**src/rtl/vram_write_bridge.sv**
```systemverilog
// CPU-to-VRAM write bridge: decodes bus writes into region/offset, buffers them
// in an in-order FIFO and retires them whenever the PPU leaves the head region idle.
module vram_write_bridge #(
  parameter int unsigned FIFO_DEPTH  = 16,
  parameter logic [31:0] STATUS_ADDR = 32'h0640_0000
) (
  input  logic        clk,
  input  logic        rst,
  input  logic        mem_en,
  input  logic        mem_we,
  input  logic [31:0] mem_addr,
  input  logic [31:0] mem_din,
  output logic [31:0] mem_dout,
  input  logic [3:0]  ppu_busy,
  output logic [3:0]  vram_we,
  output logic [13:0] vram_addr,
  output logic [31:0] vram_wdata,
  output logic        err
);

  localparam int AW = (FIFO_DEPTH > 1) ? $clog2(FIFO_DEPTH) : 1;
  localparam int CW = $clog2(FIFO_DEPTH + 1);
  localparam logic [CW-1:0] DEPTH_C = CW'(FIFO_DEPTH);

  logic [AW-1:0] wr_ptr_q, wr_ptr_d;
  logic [AW-1:0] rd_ptr_q, rd_ptr_d;
  logic [CW-1:0] count_q, count_d;
  logic          ovf_q, ovf_d;
  logic          dec_err_q, dec_err_d;
  logic [15:0]   drop_cnt_q, drop_cnt_d;
  logic [31:0]   mem_dout_q, mem_dout_d;
  logic          err_q, err_d;

  logic [47:0]   fifo_mem [FIFO_DEPTH];

  logic [19:0]   region_lim;
  logic          dec_valid, is_status;
  logic          bus_wr, bus_rd;
  logic          wr_accept, status_clr, dec_fail, ovf_evt;
  logic          fifo_empty, fifo_full, push, pop;
  logic [47:0]   head;
  logic [1:0]    head_region;
  logic [31:0]   status_word;

  always_comb begin
    case (mem_addr[21:20])
      2'd0:    region_lim = 20'd1024;
      2'd1:    region_lim = 20'd2048;
      2'd2:    region_lim = 20'd16384;
      default: region_lim = 20'd256;
    endcase
  end

  // Only regions 0..3 of the 0x06xx_xxxx window exist; the status register sits outside them.
  assign dec_valid  = (mem_addr[31:24] == 8'h06) && (mem_addr[23:22] == 2'b00)
                      && (mem_addr[19:0] < region_lim);
  assign is_status  = (mem_addr == STATUS_ADDR);
  assign bus_wr     = mem_en && mem_we;
  assign bus_rd     = mem_en && !mem_we;

  assign fifo_empty = (count_q == '0);
  assign fifo_full  = (count_q == DEPTH_C);
  assign wr_accept  = bus_wr && dec_valid;
  assign status_clr = bus_wr && is_status && mem_din[0];
  assign dec_fail   = bus_wr && !dec_valid && !is_status;
  assign push       = wr_accept && (!fifo_full || pop);
  assign ovf_evt    = wr_accept && !push;

  assign head        = fifo_mem[rd_ptr_q];
  assign head_region = head[47:46];

  for (genvar gi = 0; gi < 4; gi++) begin : g_we
    assign vram_we[gi] = !fifo_empty && (head_region == 2'(gi)) && !ppu_busy[gi];
  end

  assign pop        = |vram_we;
  assign vram_addr  = fifo_empty ? 14'd0 : head[45:32];
  assign vram_wdata = fifo_empty ? 32'd0 : head[31:0];

  assign status_word = {drop_cnt_q, 5'd0, dec_err_q, ovf_q, 9'(count_q)};

  always_comb begin
    wr_ptr_d   = push ? wr_ptr_q + 1'b1 : wr_ptr_q;
    rd_ptr_d   = pop  ? rd_ptr_q + 1'b1 : rd_ptr_q;
    count_d    = count_q;
    if (push && !pop) count_d = count_q + 1'b1;
    if (!push && pop) count_d = count_q - 1'b1;

    // A fresh event in the same cycle as a clear leaves the flag set.
    ovf_d      = ovf_evt ? 1'b1 : (status_clr ? 1'b0 : ovf_q);
    dec_err_d  = dec_fail ? 1'b1 : (status_clr ? 1'b0 : dec_err_q);
    drop_cnt_d = drop_cnt_q;
    if (ovf_evt) begin
      if (status_clr)                  drop_cnt_d = 16'd1;
      else if (drop_cnt_q != 16'hFFFF) drop_cnt_d = drop_cnt_q + 16'd1;
    end else if (status_clr) begin
      drop_cnt_d = 16'd0;
    end
    err_d      = ovf_d || dec_err_d;

    mem_dout_d = mem_dout_q;
    if (bus_rd) mem_dout_d = is_status ? status_word : 32'd0;
  end

  always_ff @(posedge clk) begin
    if (rst) begin
      wr_ptr_q   <= '0;
      rd_ptr_q   <= '0;
      count_q    <= '0;
      ovf_q      <= 1'b0;
      dec_err_q  <= 1'b0;
      drop_cnt_q <= 16'd0;
      mem_dout_q <= 32'd0;
      err_q      <= 1'b0;
    end else begin
      wr_ptr_q   <= wr_ptr_d;
      rd_ptr_q   <= rd_ptr_d;
      count_q    <= count_d;
      ovf_q      <= ovf_d;
      dec_err_q  <= dec_err_d;
      drop_cnt_q <= drop_cnt_d;
      mem_dout_q <= mem_dout_d;
      err_q      <= err_d;
    end
  end

  always_ff @(posedge clk) begin
    if (push && !rst) fifo_mem[wr_ptr_q] <= {mem_addr[21:20], mem_addr[13:0], mem_din};
  end

  assign mem_dout = mem_dout_q;
  assign err      = err_q;

endmodule
```
**config.mk**
```make
export PLATFORM = sky130hd
export DESIGN_NAME = vram_write_bridge
export DESIGN_NICKNAME = d
export VERILOG_FILES = /design/src/rtl/vram_write_bridge.sv
export SDC_FILE = /design/constraint.sdc
export NUM_CORES = 1
export LEC_CHECK = 0
export CORE_MARGIN = 2
export CORE_UTILIZATION = 50
export CTS_CLUSTER_DIAMETER = 30
export DETAILED_ROUTE_END_ITERATION = 10
export GPL_TIMING_DRIVEN = 0
export PLACE_DENSITY = 0.68
export SYNTH_ARGS = -nofsm -noshare
export SYNTH_HDL_FRONTEND = slang
export SYNTH_SLANG_ARGS = --single-unit
```
**constraint.sdc**
```tcl
create_clock -name clk -period 13.95 [get_ports clk]
set_clock_uncertainty 0.05 [all_clocks]
set_input_delay 1.395 -clock clk [delete_from_list [all_inputs] [get_ports clk]]
set_output_delay 1.395 -clock clk [all_outputs]
set_load 0.01 [all_outputs]
```
==> impl_metrics.toml <==
[synthesis]
synth_seq_area_share_pct = 75.6
synth_area_leaders = "edfxtp_1, mux4_2, dfxtp_1"
synth_edf_count = 768
synthAdderAreaFrac_pct = 0.429
yosysTopAreaCellShare_pct = 71.9
synth_area_mm2 = 0.0321
ys_async_sr_fraction_pct = 0
muxShareOfSynthArea_pct = 16.9
synthMostInstantiatedCell = "edfxtp_1"
synth_area_per_cell_um2 = 21.2
synth-compound-area-share_pct = 1.33
ys_ff_latch = 827
synthSimpleGateAreaFrac_pct = 3.98
synth_flop_cell = "edfxtp_1"
yosysTopAreaCell = "edfxtp_1"
synth_xor_area_share_pct = 0.437
yosysWarningCount = 0
synth_top_family_by_area = "multiplexers"
synthTopCellsByCount = "edfxtp_1, mux4_2, dfxtp_1"
ys_types = 58
syn_inst = 1510

[layout]
stdcell_area_mm2 = 0.0400
antenna_cells = 0
nets = 1922
final_cells = 2796
drive_above_1_share_pct = 27.1
area_delta_synth_final_pct = 24.7
fillers = 4192

[clocking]
cts_setup_buffers = 0
cts_resized = 0
cts_tree = "yes"
clk_latency_ns = 0.71
ctsHoldBuffers = 0
clk_path_buf_depth = 3
cts_sinks = 827
htreeDepth = 4
cts_root_buffer = "clkbuf_16"
cts_inserted_buffers = 141
clkTransAtPathRegs_ns = 0.05

[drt]
drt_wl_total_um = 75200
drtIter0Drc = 1875
drtAntennaViolNets = 0
drt_pass1_iterations = 7
wl_per_cell_um = 26.9
viasPerCell = 5.88
num_vias = 16400
drc = 0

[outcome]
outcome = "finished, final reports clean"

[place]
place_congestion = 0.773
dp_cells = 2542
portBuffers = 145
hpwl_um = 45400
pre_cts_slack_ns = 7.88
dpl-instance-area_mm2 = 0.0354

[worst_setup_path]
cp_max_fo = 10
end_kind = "primary output"
cp.required_ns = 12.51
crit_type = "reg -> out"
critPathLaunchType = "flip-flop"
arrival_ns = 4.67

[sta]
fmax_ghz = 0.164
hold_viol_final = 0
worstMarginPinSlew_ns = 1.21
fin_ws_ns = 7.84
fin_crit_sh_pct = 43.8
setup_violations = 0
tns_ns = 0
min_period_ns = 6.11
max_slew_margin_pct = 19.4
slew_violations = 0
rsz0062_at_grt = "no"

[global_routing]
grt_pass1_wl_um = 111000
grt_max_degree = 24
antenna_found_initial = 4
track_usage_pct = 23.4
grt_overflow = 0
grt_pass1_vias = 17200

[worst_hold_path]
hold_path.class = "reg -> reg"

[power_and_ir_drop]
cellPowerDensity_mw_per_mm2 = 189
p_leak_nw = 12.5
ir_worst_vdd_v = 0.000128

[floorplanning]
ioPinCount = 155
dieWidth_um = 257
fp-row-count = 92
dieArea_mm2 = 0.0662
die_h_um = 257
core-area_mm2 = 0.0632
start_util_pct = 50.7

[job]
maxCapViolCount = 0
[sequential cells by signal, indices dropped and copies added (netlist names), named ones only]
signal / flops
dec_err_q: 1
rd_ptr_q: 4
drop_cnt_q: 16
wr_ptr_q: 4
ovf_q: 1
err: 1
count_q: 5
fifo_mem: 768
mem_dout: 23
[logic make-up (layout without fill, tap and decap cells)]
family          Yosys count  after routing
xor+xnor                 16             16
compound gates           66             66
other cells               1              9
buf+inv                  92            524
mux                     247            247
fa+ha+maj                11             11
simple gates            250            250
flops                   827            827
[routing by layer]
layer  vias to the layer above  GRT usage, %  routed length [um]
met1                      8631          31.1               29200
met3                       100          5.78                6090
met5                         -             0                  41
met2                       754          38.6               38400
met4                         6          7.03                1420
li1                       6945             -                   -
[through the flow]
stage / hold WS (ns) / power [mW] / utilization (%)
global route: 0.432 / 7.83 / 63.3
finish: 0.407 / 7.56 / 63.3
floorplan: 0.398 / 3.76 / -
global placement: 0.396 / 4.35 / 54.8
CTS: 0.407 / 7.64 / 63.2
detailed placement: 0.398 / 4.37 / 56.0
[layout make-up]
class | instances | area, um^2 | area share [%]
Buffer | 83 | 372 | 0.930
Multi-Input combinational cell | 599 | 7570 | 18.9
Sequential cell | 827 | 24200 | 60.7
Tap cell | 846 | 1060 | 2.65
Inverter | 9 | 33.8 | 0.0845
Timing Repair Buffer | 178 | 2140 | 5.36
Clock inverter | 88 | 848 | 2.12
Clock buffer | 166 | 3710 | 9.27
[worst max-delay path, stage by stage, from the launching register on]
cell and delay, ns:
dfxtp_1 0.43, buf_6 0.20, clkbuf_1 0.59, buf_1 0.90
mux4_2 0.62, mux4_2 0.47, and2_1 0.23, clkdlybuf4s50_1 0.51
[placed cells by master, fill, tap and decap left out, types with 4 or more instances in the layout]
| master | n |
|---|---|
| nand2b_1 | 5 |
| dfxtp_1 | 59 |
| clkdlybuf4s50_1 | 145 |
| buf_4 | 9 |
| mux2i_1 | 10 |
| nand3_1 | 37 |
| clkinvlp_4 | 13 |
| xor2_1 | 7 |
| clkinv_2 | 25 |
| inv_1 | 9 |
| clkinv_8 | 4 |
| nor2_1 | 39 |
| ha_1 | 11 |
| buf_12 | 29 |
| buf_16 | 4 |
| nand4_1 | 4 |
| a21oi_1 | 36 |
| xnor2_1 | 9 |
| nand2_1 | 52 |
| clkinv_4 | 4 |
| clkinv_1 | 18 |
| conb_1 | 9 |
| or2_2 | 4 |
| nor4_1 | 10 |
| nor2_4 | 16 |
| o21ai_0 | 6 |
| nor2b_1 | 5 |
| edfxtp_1 | 768 |
| and2_1 | 50 |
| mux4_2 | 236 |
| inv_6 | 11 |
| bufinv_16 | 10 |
| clkbuf_16 | 144 |
| or3_1 | 6 |
| nor3_1 | 6 |
| buf_1 | 15 |
| clkbuf_1 | 73 |
[where the power goes]
group / switching [mW] / internal (mW)
registers: 0.0197 / 2.73
clock network: 1.17 / 2.09
logic: 0.763 / 0.795
total: 1.95 / 5.61
[path summary, 6_finish.rpt]
kind                                               start                        end  slack (ns)  cells past startpoint
worst max-delay path                           flip-flop               vram_addr[4]        7.84                      7
worst min register to register  mem_dout[1]$_SDFFE_PP0P_   mem_dout[1]$_SDFFE_PP0P_        0.41                      2
worst min-delay path            mem_dout[1]$_SDFFE_PP0P_   mem_dout[1]$_SDFFE_PP0P_        0.41                      2
worst max register to register                 flip-flop  fifo_mem[8][15]$_DFFE_PP_        9.56                     10
Note: power is estimated with default switching activity, not from simulation.
